**config.mk**
```make
export PLATFORM = sky130hd
export DESIGN_NAME = aes_v3_word
export DESIGN_NICKNAME = d
export VERILOG_FILES = /design/src/rtl/aes_v3_word.sv
export SDC_FILE = /design/constraint.sdc
export NUM_CORES = 2
export LEC_CHECK = 0
export BUFFER_PORTS_ARGS = -buffer_cell sky130_fd_sc_hd__buf_2
export CAP_MARGIN = 15
export CORE_ASPECT_RATIO = 1.2
export CORE_MARGIN = 2
export CORE_UTILIZATION = 55
export DETAILED_ROUTE_END_ITERATION = 6
export PLACE_DENSITY = 0.72
export SYNTH_ARGS = -nofsm -noshare
export SYNTH_HDL_FRONTEND = slang
export SYNTH_SLANG_ARGS = --single-unit
```
**constraint.sdc**
```tcl
create_clock -name g_clk -period 21.6 [get_ports g_clk]
set_input_delay 2.16 -clock g_clk [delete_from_list [all_inputs] [get_ports g_clk]]
set_output_delay 2.16 -clock g_clk [all_outputs]
set_load 0.01 [all_outputs]
```
**src/rtl/aes_v3_word.sv**
```systemverilog
// Word-wide AES round-step unit for the V3 scalar AES instruction family.
// Processes all four bytes of a 32-bit column per instruction:
//   mix=0 : SubWord (forward or inverse S-box on every byte) ^ rs2,
//           SBOXES bytes per cycle through shared aes_sbox instances.
//   mix=1 : MixColumns / InvMixColumns of rs1 ^ rs2, single cycle.
// Parameters:
//   SBOXES      : shared S-box instances, legal values 1, 2, 4.
//   GATE_OUTPUT : 1 forces rd to 0 whenever ready is low.
// Ports:
//   g_clk, g_resetn : clock (rising edge), asynchronous active-low reset.
//   valid           : request valid, held until ready.
//   dec             : 0 = forward (encrypt), 1 = inverse (decrypt).
//   mix             : 0 = SubWord, 1 = (Inv)MixColumns.
//   rs1, rs2        : source column and XOR operand.
//   rd              : result, valid while ready is high.
//   ready           : one-cycle completion pulse.
//   busy            : high while an accepted operation is in flight.

// Combinational AES S-box (forward or inverse), computed via GF(2^8) inversion.
// Ports: data = input byte, inv = 1 selects the inverse S-box, result = output byte.
module aes_sbox (
  input  logic [7:0] data,
  input  logic       inv,
  output logic [7:0] result
);

  function automatic logic [7:0] xtime(input logic [7:0] v);
    return {v[6:0], 1'b0} ^ (v[7] ? 8'h1b : 8'h00);
  endfunction

  function automatic logic [7:0] gf_mul(input logic [7:0] a, input logic [7:0] b);
    logic [7:0] p;
    logic [7:0] x;
    logic [7:0] y;
    p = 8'h00;
    x = a;
    y = b;
    for (int i = 0; i < 8; i++) begin
      if (y[0]) p = p ^ x;
      x = xtime(x);
      y = {1'b0, y[7:1]};
    end
    return p;
  endfunction

  // x^254 = x^-1 in GF(2^8); maps 0 to 0 as AES requires.
  function automatic logic [7:0] gf_inv(input logic [7:0] v);
    logic [7:0] r;
    logic [7:0] s;
    r = 8'h01;
    s = v;
    for (int i = 1; i < 8; i++) begin
      s = gf_mul(s, s);
      r = gf_mul(r, s);
    end
    return r;
  endfunction

  logic [7:0] pre;
  logic [7:0] post;

  // Affine transform after inversion (forward) or its inverse before inversion.
  always_comb begin
    pre    = {data[6:0], data[7]} ^ {data[4:0], data[7:5]} ^ {data[1:0], data[7:2]} ^ 8'h05;
    post   = gf_inv(data);
    result = post ^ {post[6:0], post[7]} ^ {post[5:0], post[7:6]}
                  ^ {post[4:0], post[7:5]} ^ {post[3:0], post[7:4]} ^ 8'h63;
    if (inv) result = gf_inv(pre);
  end

endmodule

module aes_v3_word #(
  parameter int unsigned SBOXES      = 1,
  parameter int unsigned GATE_OUTPUT = 1
) (
  input  logic        g_clk,
  input  logic        g_resetn,
  input  logic        valid,
  input  logic        dec,
  input  logic        mix,
  input  logic [31:0] rs1,
  input  logic [31:0] rs2,
  output logic [31:0] rd,
  output logic        ready,
  output logic        busy
);

  localparam int unsigned GROUPS = 4 / SBOXES;
  localparam int unsigned GW     = 8 * SBOXES;
  localparam logic [1:0]  LAST   = 2'(GROUPS - 1);

  typedef enum logic [1:0] {IDLE = 2'd0, SUB = 2'd1, DONE = 2'd2} state_t;

  state_t      state_q, state_d;
  logic [1:0]  cnt_q, cnt_d;
  logic        dec_q, dec_d;
  logic [31:0] rs1_q, rs1_d;
  logic [31:0] rs2_q, rs2_d;
  logic [31:0] res_q, res_d;
  logic [31:0] rd_q, rd_d;
  logic        ready_q, ready_d;
  logic        busy_q, busy_d;

  logic [GW-1:0] grp;
  logic [7:0]    sb_in  [SBOXES];
  logic [7:0]    sb_out [SBOXES];
  logic [31:0]   sub_word;

  // One output byte of (Inv)MixColumns from b_i, b_(i+1), b_(i+2), b_(i+3).
  function automatic logic [7:0] col_byte(input logic [7:0] p, input logic [7:0] q,
                                          input logic [7:0] r, input logic [7:0] s,
                                          input logic inv);
    logic [7:0] p2, p4, p8, q2, q4, q8, r2, r4, r8, s2, s4, s8;
    p2 = {p[6:0], 1'b0} ^ (p[7] ? 8'h1b : 8'h00);
    q2 = {q[6:0], 1'b0} ^ (q[7] ? 8'h1b : 8'h00);
    r2 = {r[6:0], 1'b0} ^ (r[7] ? 8'h1b : 8'h00);
    s2 = {s[6:0], 1'b0} ^ (s[7] ? 8'h1b : 8'h00);
    p4 = {p2[6:0], 1'b0} ^ (p2[7] ? 8'h1b : 8'h00);
    q4 = {q2[6:0], 1'b0} ^ (q2[7] ? 8'h1b : 8'h00);
    r4 = {r2[6:0], 1'b0} ^ (r2[7] ? 8'h1b : 8'h00);
    s4 = {s2[6:0], 1'b0} ^ (s2[7] ? 8'h1b : 8'h00);
    p8 = {p4[6:0], 1'b0} ^ (p4[7] ? 8'h1b : 8'h00);
    q8 = {q4[6:0], 1'b0} ^ (q4[7] ? 8'h1b : 8'h00);
    r8 = {r4[6:0], 1'b0} ^ (r4[7] ? 8'h1b : 8'h00);
    s8 = {s4[6:0], 1'b0} ^ (s4[7] ? 8'h1b : 8'h00);
    if (inv) return (p8 ^ p4 ^ p2) ^ (q8 ^ q2 ^ q) ^ (r8 ^ r4 ^ r) ^ (s8 ^ s);
    return p2 ^ (q2 ^ q) ^ r ^ s;
  endfunction

  function automatic logic [31:0] mix_col(input logic [31:0] w, input logic inv);
    logic [7:0] b0, b1, b2, b3;
    b0 = w[7:0];
    b1 = w[15:8];
    b2 = w[23:16];
    b3 = w[31:24];
    return {col_byte(b3, b0, b1, b2, inv), col_byte(b2, b3, b0, b1, inv),
            col_byte(b1, b2, b3, b0, inv), col_byte(b0, b1, b2, b3, inv)};
  endfunction

  // Current byte group of the registered source column.
  assign grp = GW'(rs1_q >> (32'(cnt_q) * GW));

  for (genvar g = 0; g < SBOXES; g++) begin : g_sbox
    // Inputs held at zero outside SUB so the S-boxes do not toggle while idle.
    assign sb_in[g] = (state_q == SUB) ? grp[8*g +: 8] : 8'h00;
    aes_sbox u_sbox (
      .data   (sb_in[g]),
      .inv    (dec_q),
      .result (sb_out[g])
    );
  end

  // Result word with the current group's bytes replaced by S-box outputs.
  for (genvar k = 0; k < 4; k++) begin : g_merge
    assign sub_word[8*k +: 8] = (cnt_q == 2'(k / SBOXES)) ? sb_out[k % SBOXES]
                                                          : res_q[8*k +: 8];
  end

  // State register.
  always_ff @(posedge g_clk or negedge g_resetn) begin
    if (!g_resetn) state_q <= IDLE;
    else           state_q <= state_d;
  end

  // Next-state logic; a dropped valid in SUB aborts the operation.
  always_comb begin
    state_d = state_q;
    case (state_q)
      IDLE:    if (valid) state_d = mix ? DONE : SUB;
      SUB: begin
        if (!valid)              state_d = IDLE;
        else if (cnt_q == LAST)  state_d = DONE;
      end
      DONE:    state_d = IDLE;
      default: state_d = IDLE;
    endcase
  end

  // Datapath and output next values.
  always_comb begin
    cnt_d = cnt_q;
    dec_d = dec_q;
    rs1_d = rs1_q;
    rs2_d = rs2_q;
    res_d = res_q;
    case (state_q)
      IDLE: begin
        if (valid) begin
          dec_d = dec;
          rs1_d = rs1;
          rs2_d = rs2;
          cnt_d = 2'd0;
          res_d = mix ? mix_col(rs1, dec) : 32'h0;
        end
      end
      SUB: begin
        if (!valid) begin
          cnt_d = 2'd0;
          res_d = 32'h0;
        end else begin
          cnt_d = cnt_q + 2'd1;
          res_d = sub_word;
        end
      end
      default: ;
    endcase
    ready_d = (state_d == DONE);
    busy_d  = (state_d != IDLE);
    if (state_d == DONE)       rd_d = res_d ^ rs2_d;
    else if (GATE_OUTPUT != 0) rd_d = 32'h0;
    else                       rd_d = rd_q;
  end

  // Datapath registers.
  always_ff @(posedge g_clk or negedge g_resetn) begin
    if (!g_resetn) begin
      cnt_q   <= 2'd0;
      dec_q   <= 1'b0;
      rs1_q   <= 32'h0;
      rs2_q   <= 32'h0;
      res_q   <= 32'h0;
      rd_q    <= 32'h0;
      ready_q <= 1'b0;
      busy_q  <= 1'b0;
    end else begin
      cnt_q   <= cnt_d;
      dec_q   <= dec_d;
      rs1_q   <= rs1_d;
      rs2_q   <= rs2_d;
      res_q   <= res_d;
      rd_q    <= rd_d;
      ready_q <= ready_d;
      busy_q  <= busy_d;
    end
  end

  assign rd    = rd_q;
  assign ready = ready_q;
  assign busy  = busy_q;

endmodule

```
After elaboration in Yosys (flattened, before gate mapping)
Cells that the tools add are included.
{"block": "word_totals", "ff_bits": 135, "latchBits": 0, "ramBits": 0, "romBits": 0, "inputBits": 69, "out_inout_bits": 34, "elab_cells": 1035, "mem_count": 0}
{"block": "op_classes", "n_addsub": 1, "mul": 0, "n_div": 0, "magnitude_cmp": 0, "eq_ne": 6, "n_shift": 1, "n_mux": 561, "bitwise_logic": 451, "n_reduce_logical": 6}
{"operator": "bitwise XOR 8 bit", "n": 422}
{"operator": "2-to-1 mux 8 bit", "n": 335}
{"operator": "2-to-1 mux 5 bit", "n": 196}
{"operator": "2-to-1 mux 32 bit", "n": 6}
{"operator": "bitwise XOR 8 x 5 -> 8 bit", "n": 12}
{"operator": "case mux 32 bit (2 select lines)", "n": 1}
{"operator": ">> shifter 32 x 5 -> 8 bit", "n": 1}
{"operator": "bitwise XOR 32 bit", "n": 1}
{"operator": "2-to-1 mux 2 bit", "n": 8}
{"operator": "2-to-1 mux 7 bit", "n": 2}
{"operator": "2-to-1 mux 6 bit", "n": 2}
{"operator": "2-to-1 mux 4 bit", "n": 2}
{"operator": "case mux 2 bit (2 select lines)", "n": 2}
{"operator": "inverter 1 bit", "n": 7}
{"operator": "inverter 1 bit (first input constant)", "n": 7}
{"operator": "equality test 2 bit (second input constant)", "n": 3}
{"operator": "2-to-1 mux 3 bit", "n": 2}
{"operator": "2-to-1 mux 1 bit", "n": 5}
{"operator": "equality test 2 x 1 -> 1 bit (second input constant)", "n": 2}
{"operator": "zero test 2 bit", "n": 2}
{"operator": "inverter 4 bit", "n": 1}
{"operator": "AND reduction 2 bit", "n": 2}
{"operator": "nonzero test 2 bit", "n": 2}
{"operator": "adder 2 x 1 -> 2 bit (second input constant)", "n": 1}
{"operator": "2 further kinds", "n": 2}

Depth between registers and ports, before layout
{"block": "depth", "ltp_word": 194, "depth_mapped": 74, "depth_no_buf": 64}

Hierarchy
A second synthesis with hierarchy kept.
{"block": "hier_totals", "hier_cells": 4786, "area_unflattened_um2": 38599.5}
{"module": "aes_sbox", "instances": 1, "cells_per_inst": 3962, "area_per_inst_um2": 29258.1, "seq_area_each_um2": 0.0}
{"module": "aes_v3_word", "instances": 1, "cells_per_inst": 824, "area_per_inst_um2": 9341.5, "seq_area_each_um2": 3378.2}

Worst setup path after synthesis
No wires, ideal clock.
{"block": "synth_path", "kind": "reg2reg", "from": "register state_q[0]", "to": "register rd_q[3] (netlist: rd[3])", "setup_ns": 0.119, "t_arrival_ns": 16.470, "path_slack_ns": 5.011, "path_stages_with_launch": 69, "path_buffers": 10, "period_less_slack_ns": 16.589, "path_cell_list": "dfrtp_1 nor2b_1 clkbuf_1 clkbuf_1 clkbuf_1 and2_1 ha_1 buf_6 xnor3_1 nor2_1 xnor2_2 xnor2_4 inv_4 buf_2 buf_2 ha_1 buf_1 clkbuf_1 [33 not listed] clkbuf_1 o31ai_1 or3b_2 xnor2_1 nor3_1 a21oi_1 mux2i_1 xnor2_1 o21ai_0 xor2_1 nor2_1 xnor2_1 xnor2_2 xnor3_1 mux2_2 a222oi_1 xnor2_1 and2_1"}
{"block": "synth_via", "elab_chain_len": 194}
{"element": "start: declaration", "line": "95", "rtl": "state_t state_q, state_d;"}
{"element": "start signal: assignment", "line": "163", "rtl": "else state_q <= state_d;"}
{"element": "equality test 2 x 1 -> 1 bit", "line": "146, 169, 187"}
{"element": "2-to-1 mux 8 bit", "line": "146", "rtl": "assign sb_in[g] = (state_q == SUB) ? grp[8*g +: 8] : 8'h00;"}
{"element": "bitwise XOR 8 bit (2 in series)", "line": "64", "rtl": "pre = {data[6:0], data[7]} ^ {data[4:0], data[7:5]} ^ {data[1:0], data[7:2]} ^ 8'h05;"}
{"element": "inverter 2 bit (no line)"}
{"element": "2-to-1 mux 8 bit", "line": "39", "rtl": "if (y[0]) p = p ^ x;"}
{"element": "2-to-1 mux 8 bit", "line": "68", "rtl": "if (inv) result = gf_inv(pre);"}
{"element": "bitwise XOR 8 bit", "line": "39"}
{"element": "2-to-1 mux 8 bit", "line": "39"}
{"element": "[178 not listed]"}
{"element": "2-to-1 mux 8 bit", "line": "39"}
{"element": "2-to-1 mux 8 bit", "line": "68"}
{"element": "2-to-1 mux 8 bit", "line": "156", "rtl": "assign sub_word[8*k +: 8] = (cnt_q == 2'(k / SBOXES)) ? sb_out[k % SBOXES]"}
{"element": "2-to-1 mux 32 bit", "line": "198", "rtl": "if (!valid) begin"}
{"element": "case mux 32 bit (2 select lines)", "line": "187", "rtl": "case (state_q)"}
{"element": "bitwise XOR 32 bit", "line": "210", "rtl": "if (state_d == DONE) rd_d = res_d ^ rs2_d;"}
{"element": "2-to-1 mux 32 bit (*)", "line": "210"}
{"element": "via rd_d[3]", "line": "101", "rtl": "logic [31:0] rd_q, rd_d;"}
{"element": "end signal: assignment", "line": "232", "rtl": "rd_q <= rd_d;"}
{"element": "end: declaration", "line": "101"}
Mark *: on every way through the listed nets, which the timed path passes. The rest lies on a longest branch. The select of a mux whose other input is x is not followed.
A chain may end at the register's enable or synchronous reset.

Worst setup path after layout
{"block": "layout_path", "from": "register cnt_q[0]", "to": "register rd_q[9] (netlist: rd[9])"}
{"block": "layout_via", "elab_chain_len": 194}
{"element": "start: declaration", "line": "96", "rtl": "logic [1:0] cnt_q, cnt_d;"}
{"element": "start signal: assignment", "line": "227", "rtl": "cnt_q <= cnt_d;"}
{"element": ">> shifter 32 x 5 -> 8 bit", "line": "142", "rtl": "assign grp = GW'(rs1_q >> (32'(cnt_q) * GW));"}
{"element": "2-to-1 mux 8 bit", "line": "146"}
{"element": "bitwise XOR 8 bit (2 in series)", "line": "64"}
{"element": "inverter 2 bit (no line)"}
{"element": "2-to-1 mux 8 bit", "line": "39"}
{"element": "2-to-1 mux 8 bit", "line": "68"}
{"element": "bitwise XOR 8 bit", "line": "39"}
{"element": "2-to-1 mux 8 bit", "line": "39"}
{"element": "[178 not listed]"}
{"element": "2-to-1 mux 8 bit", "line": "39"}
{"element": "2-to-1 mux 8 bit", "line": "68"}
{"element": "2-to-1 mux 8 bit", "line": "156"}
{"element": "2-to-1 mux 32 bit", "line": "198"}
{"element": "case mux 32 bit (2 select lines)", "line": "187"}
{"element": "bitwise XOR 32 bit", "line": "210"}
{"element": "2-to-1 mux 32 bit (*)", "line": "210"}
{"element": "via rd_d[9]", "line": "101"}
Marked as above.

==> metrics.md <==
| Metric | Value |
|---|---|
| Cts hold-fix bufs | 0 |
| Row count | 102 |
| DIE AREA | roughly 67000 sq um |
| Final net count | between 4k and 5k |
| Netlist cell types | ~110 |
| Clock Root Buffer | clkbuf_16 |
| Startpoint types | register |
| DRC | 0 |
| CTS tree | built |
| CTS sink cnt | about 140 |
| Crit path kind | register to register |
| Number of global-route vias before repair | 30.5k |
| Crit path max fanout | 35 |
| Synthesized Nets | a little under 5k |
| Number of enable flip-flop cells after synthesis | 0 |
| Status | finished clean |
| Min Tclk post-route | ~20 ns |
| First-pass GRT wire length | about 170000 microns |
| Setup Fix Bufs, Post-CTS | 0 |
| Core box area | between 60000 and 70000 sq um |
| Routed WL | just over 100000 microns |
| Crit-path max cell delay | 0.86 ns |
| Async SR Flop Fraction | 100% |
| Num CTS Buffers | 17 |
| CP max stage cell | mux4_2 |
| Top delay family on crit path | compound AO/OA/AOI/OAI gates |
| DPL Wire Length | approximately 75000 microns |
| #FFs+latches synth | ~140 |
| Slew margin rel. | about 16% |
| Routed len/inst | around 18 microns |
| Synth warnings | 0 |
| Initial antenna violation count | 0 |
| Num ports | a little over 100 |
| Achievable Freq | 50.5 MHz |
| Avg Cell Area, Syn | roughly 7.5 sq um |
| Die W | around 240 microns |
| Layout cells sized above 1 | a little over a tenth |
| Mapped Area | 35800 sq um |
| Vias per cell | 5.95 |
| Longest Clk Path Bufs | 2 |
| Final setup TNS | 0 ns |
| Number of max-cap violations | 0 |
| Hold Violations, Final | 0 |
| Number of port buffers | between 100 and 150 |
| Clock-pin slew on the worst setup and hold paths | around 0.06 ns |
| Via count | 33.0k |
| Post-synthesis sequential area ratio | about a tenth |
| Cell mode on critical path | nor2_1 |
| Critical Path RT | around 22 ns |
| Placer Congestion | around 0.94 |
| Diode count | 0 |
| Initial Utilization | a little under three fifths |
| Critical path buffers and inverters | 6 |
| Final Skew | around 0.010 ns |
| Gr ovfl total | 0 |
| DRT antenna net count | 0 |
| Pin count of the biggest net entering global routing | 70 |
| Slew of the pin with the lowest slew margin | 1.25 ns |
| CP Capture Type | register |
| Top_reg_cell synth | dfrtp_1 |
| GRT Overall Usage | about 29% |
| Area Overhead vs Synth | 5.57% |
| Iter 0 DRT Violations | ~3.3k |
| DR pass1 iterations | 6 |
| Hold Crit Class | register to register |
| H-tree Lvls | 4 |
| Critical path arrival | 20.11 ns |
| RSZ-0062 raised after global routing | false |
| Fin. max-slew vios | 0 |
| Die height | about 280 microns |
| Mapped Cells | ~4.8k |
| Endpoints failing setup | 0 |
| Clock insertion delay at the later pin of the skew report | ~0.42 ns |
| Period utilisation layout | 91.7% |
[final timing paths]
kind / endpoint / cells past startpoint / from / slack (ns)
worst min-delay path: rs1_q[23]$_DFFE_PN0P_ / 2 / rs1_q[23]$_DFFE_PN0P_ / 0.47
min in group asynchronous: rs2_q[26]$_DFF_PN0_ / 1 / g_resetn / 1.74
max in group asynchronous: res_q[11]$_DFF_PN0_ / 2 / g_resetn / 18.55
worst max-delay path: rd[9]$_DFF_PN0_ / 63 / cnt_q[0]$_DFFE_PN0P_ / 1.80
worst max register to register: rd[9]$_DFF_PN0_ / 63 / cnt_q[0]$_DFFE_PN0P_ / 1.80
worst min register to register: rs1_q[23]$_DFFE_PN0P_ / 2 / rs1_q[23]$_DFFE_PN0P_ / 0.47
[synth_stat cells (all sizes together) (11+ instances only)]
cell type / instances / share of area, %
nor2: 662 / 7.0
nand2: 591 / 6.2
and2: 51 / 0.90
nand3: 95 / 1.3
clkbuf: 232 / 2.4
or2: 23 / 0.40
o211ai: 33 / 0.69
a32oi: 14 / 0.36
a21boi: 11 / 0.23
a222oi: 12 / 0.34
nor2b: 29 / 0.51
o221ai: 19 / 0.46
ha: 17 / 0.59
a21oi: 225 / 3.2
o32ai: 11 / 0.27
a211oi: 32 / 0.67
xnor2: 1090 / 29
mux2: 16 / 0.50
buf: 92 / 1.4
o21a: 14 / 0.29
o22ai: 53 / 0.94
mux2i: 114 / 3.3
nand2b: 41 / 0.72
nor3: 113 / 1.6
a31oi: 44 / 0.77
a221o: 14 / 0.39
dfrtp: 135 / 9.4
inv: 57 / 0.60
xor2: 328 / 8.8
a21o: 11 / 0.23
nand4: 11 / 0.19
o21ai: 231 / 3.2
a22oi: 31 / 0.65
xnor3: 107 / 6.8
and3: 21 / 0.37
xor3: 14 / 0.94
or3: 24 / 0.43
[through the flow]
stage / utilization, % / cells / instance area, sq um / hold slack [ns] / setup slack [ns]
after floorplan: - / 4779 / 35800 / 0.440 / 5.01
after global placement: 57.6 / 5505 / 37100 / 0.453 / 1.78
after detailed placement: 57.6 / 5505 / 37100 / 0.459 / 1.60
after CTS: 58.6 / 5537 / 37800 / 0.473 / 1.49
after global routing: 58.7 / 5541 / 37800 / 0.493 / 0.145
final: 58.7 / 5541 / 37800 / 0.474 / 1.80
[flip-flops by register name (all words and copies together) (netlist names)]
register  count
rd           32
dec_q         1
ready         1
cnt_q         2
rs2_q        32
rs1_q        32
state_q       2
res_q        32
busy          1
[layout by cell type (no fill, tap or decap), types with 15 or more instances in the layout]
cell type	count
a211oi_1	32
a21oi_1	222
a22oi_1	31
a31oi_1	44
and2_1	49
and3_1	21
buf_2	101
buf_4	119
clkbuf_16	17
dfrtp_1	135
ha_1	17
inv_1	50
mux2_2	15
mux2i_1	108
nand2_1	589
nand2b_1	40
nand3_1	95
nor2_1	656
nor2b_1	29
nor3_1	110
o211ai_1	33
o21ai_0	203
o21ai_1	28
o221ai_1	19
o22ai_1	52
or2_2	15
or3_1	23
xnor2_1	991
xnor2_2	85
xnor2_4	15
xnor3_1	92
xnor3_2	15
xor2_1	291
xor2_2	32
[tightest hold or removal path, stage by stage, from the launching register on]
cell     delay, ns
dfrtp_1       0.34
nand2_1       0.05
nand2_1       0.05
[logic make-up (layout without fill, tap and decap cells)]
logic type	count (synthesis)	count (layout)	synth area share, %
and+or+nand+nor	1696	1696	20.4
buffers and inverters	384	313	4.44
xor gates and xnor gates	1539	1540	45.2
DFF	135	135	9.43
adders and majority gates	18	18	0.622
muxes	138	138	4.33
AOI/OAI and AO/OA	869	869	15.6
[repair_timing]
item                                    CTS  global route
endpoints found under the setup margin    0            34
resized for setup                         0             2
hold endpoints to repair                  0             0
[area by class of cell]
type | instances | area [sq um]
Inverter | 60 | 228
Sequential cell | 135 | 3380
Fill cell | 5904 | 26600
Tap cell | 832 | 1040
Multi-Input combinational cell | 4261 | 31100
Clock inverter | 14 | 195
Clock buffer | 18 | 429
Timing Repair Buffer | 221 | 1410
[layer usage]
metal,GRT usage (%),vias to the layer above,routed length [microns]
met3,1.88,174,6150
met2,50.3,1341,48900
li1,-,15900,-
met4,7.47,0,2390
met1,40.6,15600,44800
met5,0,-,0
Power is not shown: default switching activity piles up to over one toggle a cycle in this logic, so the estimate is an artifact.
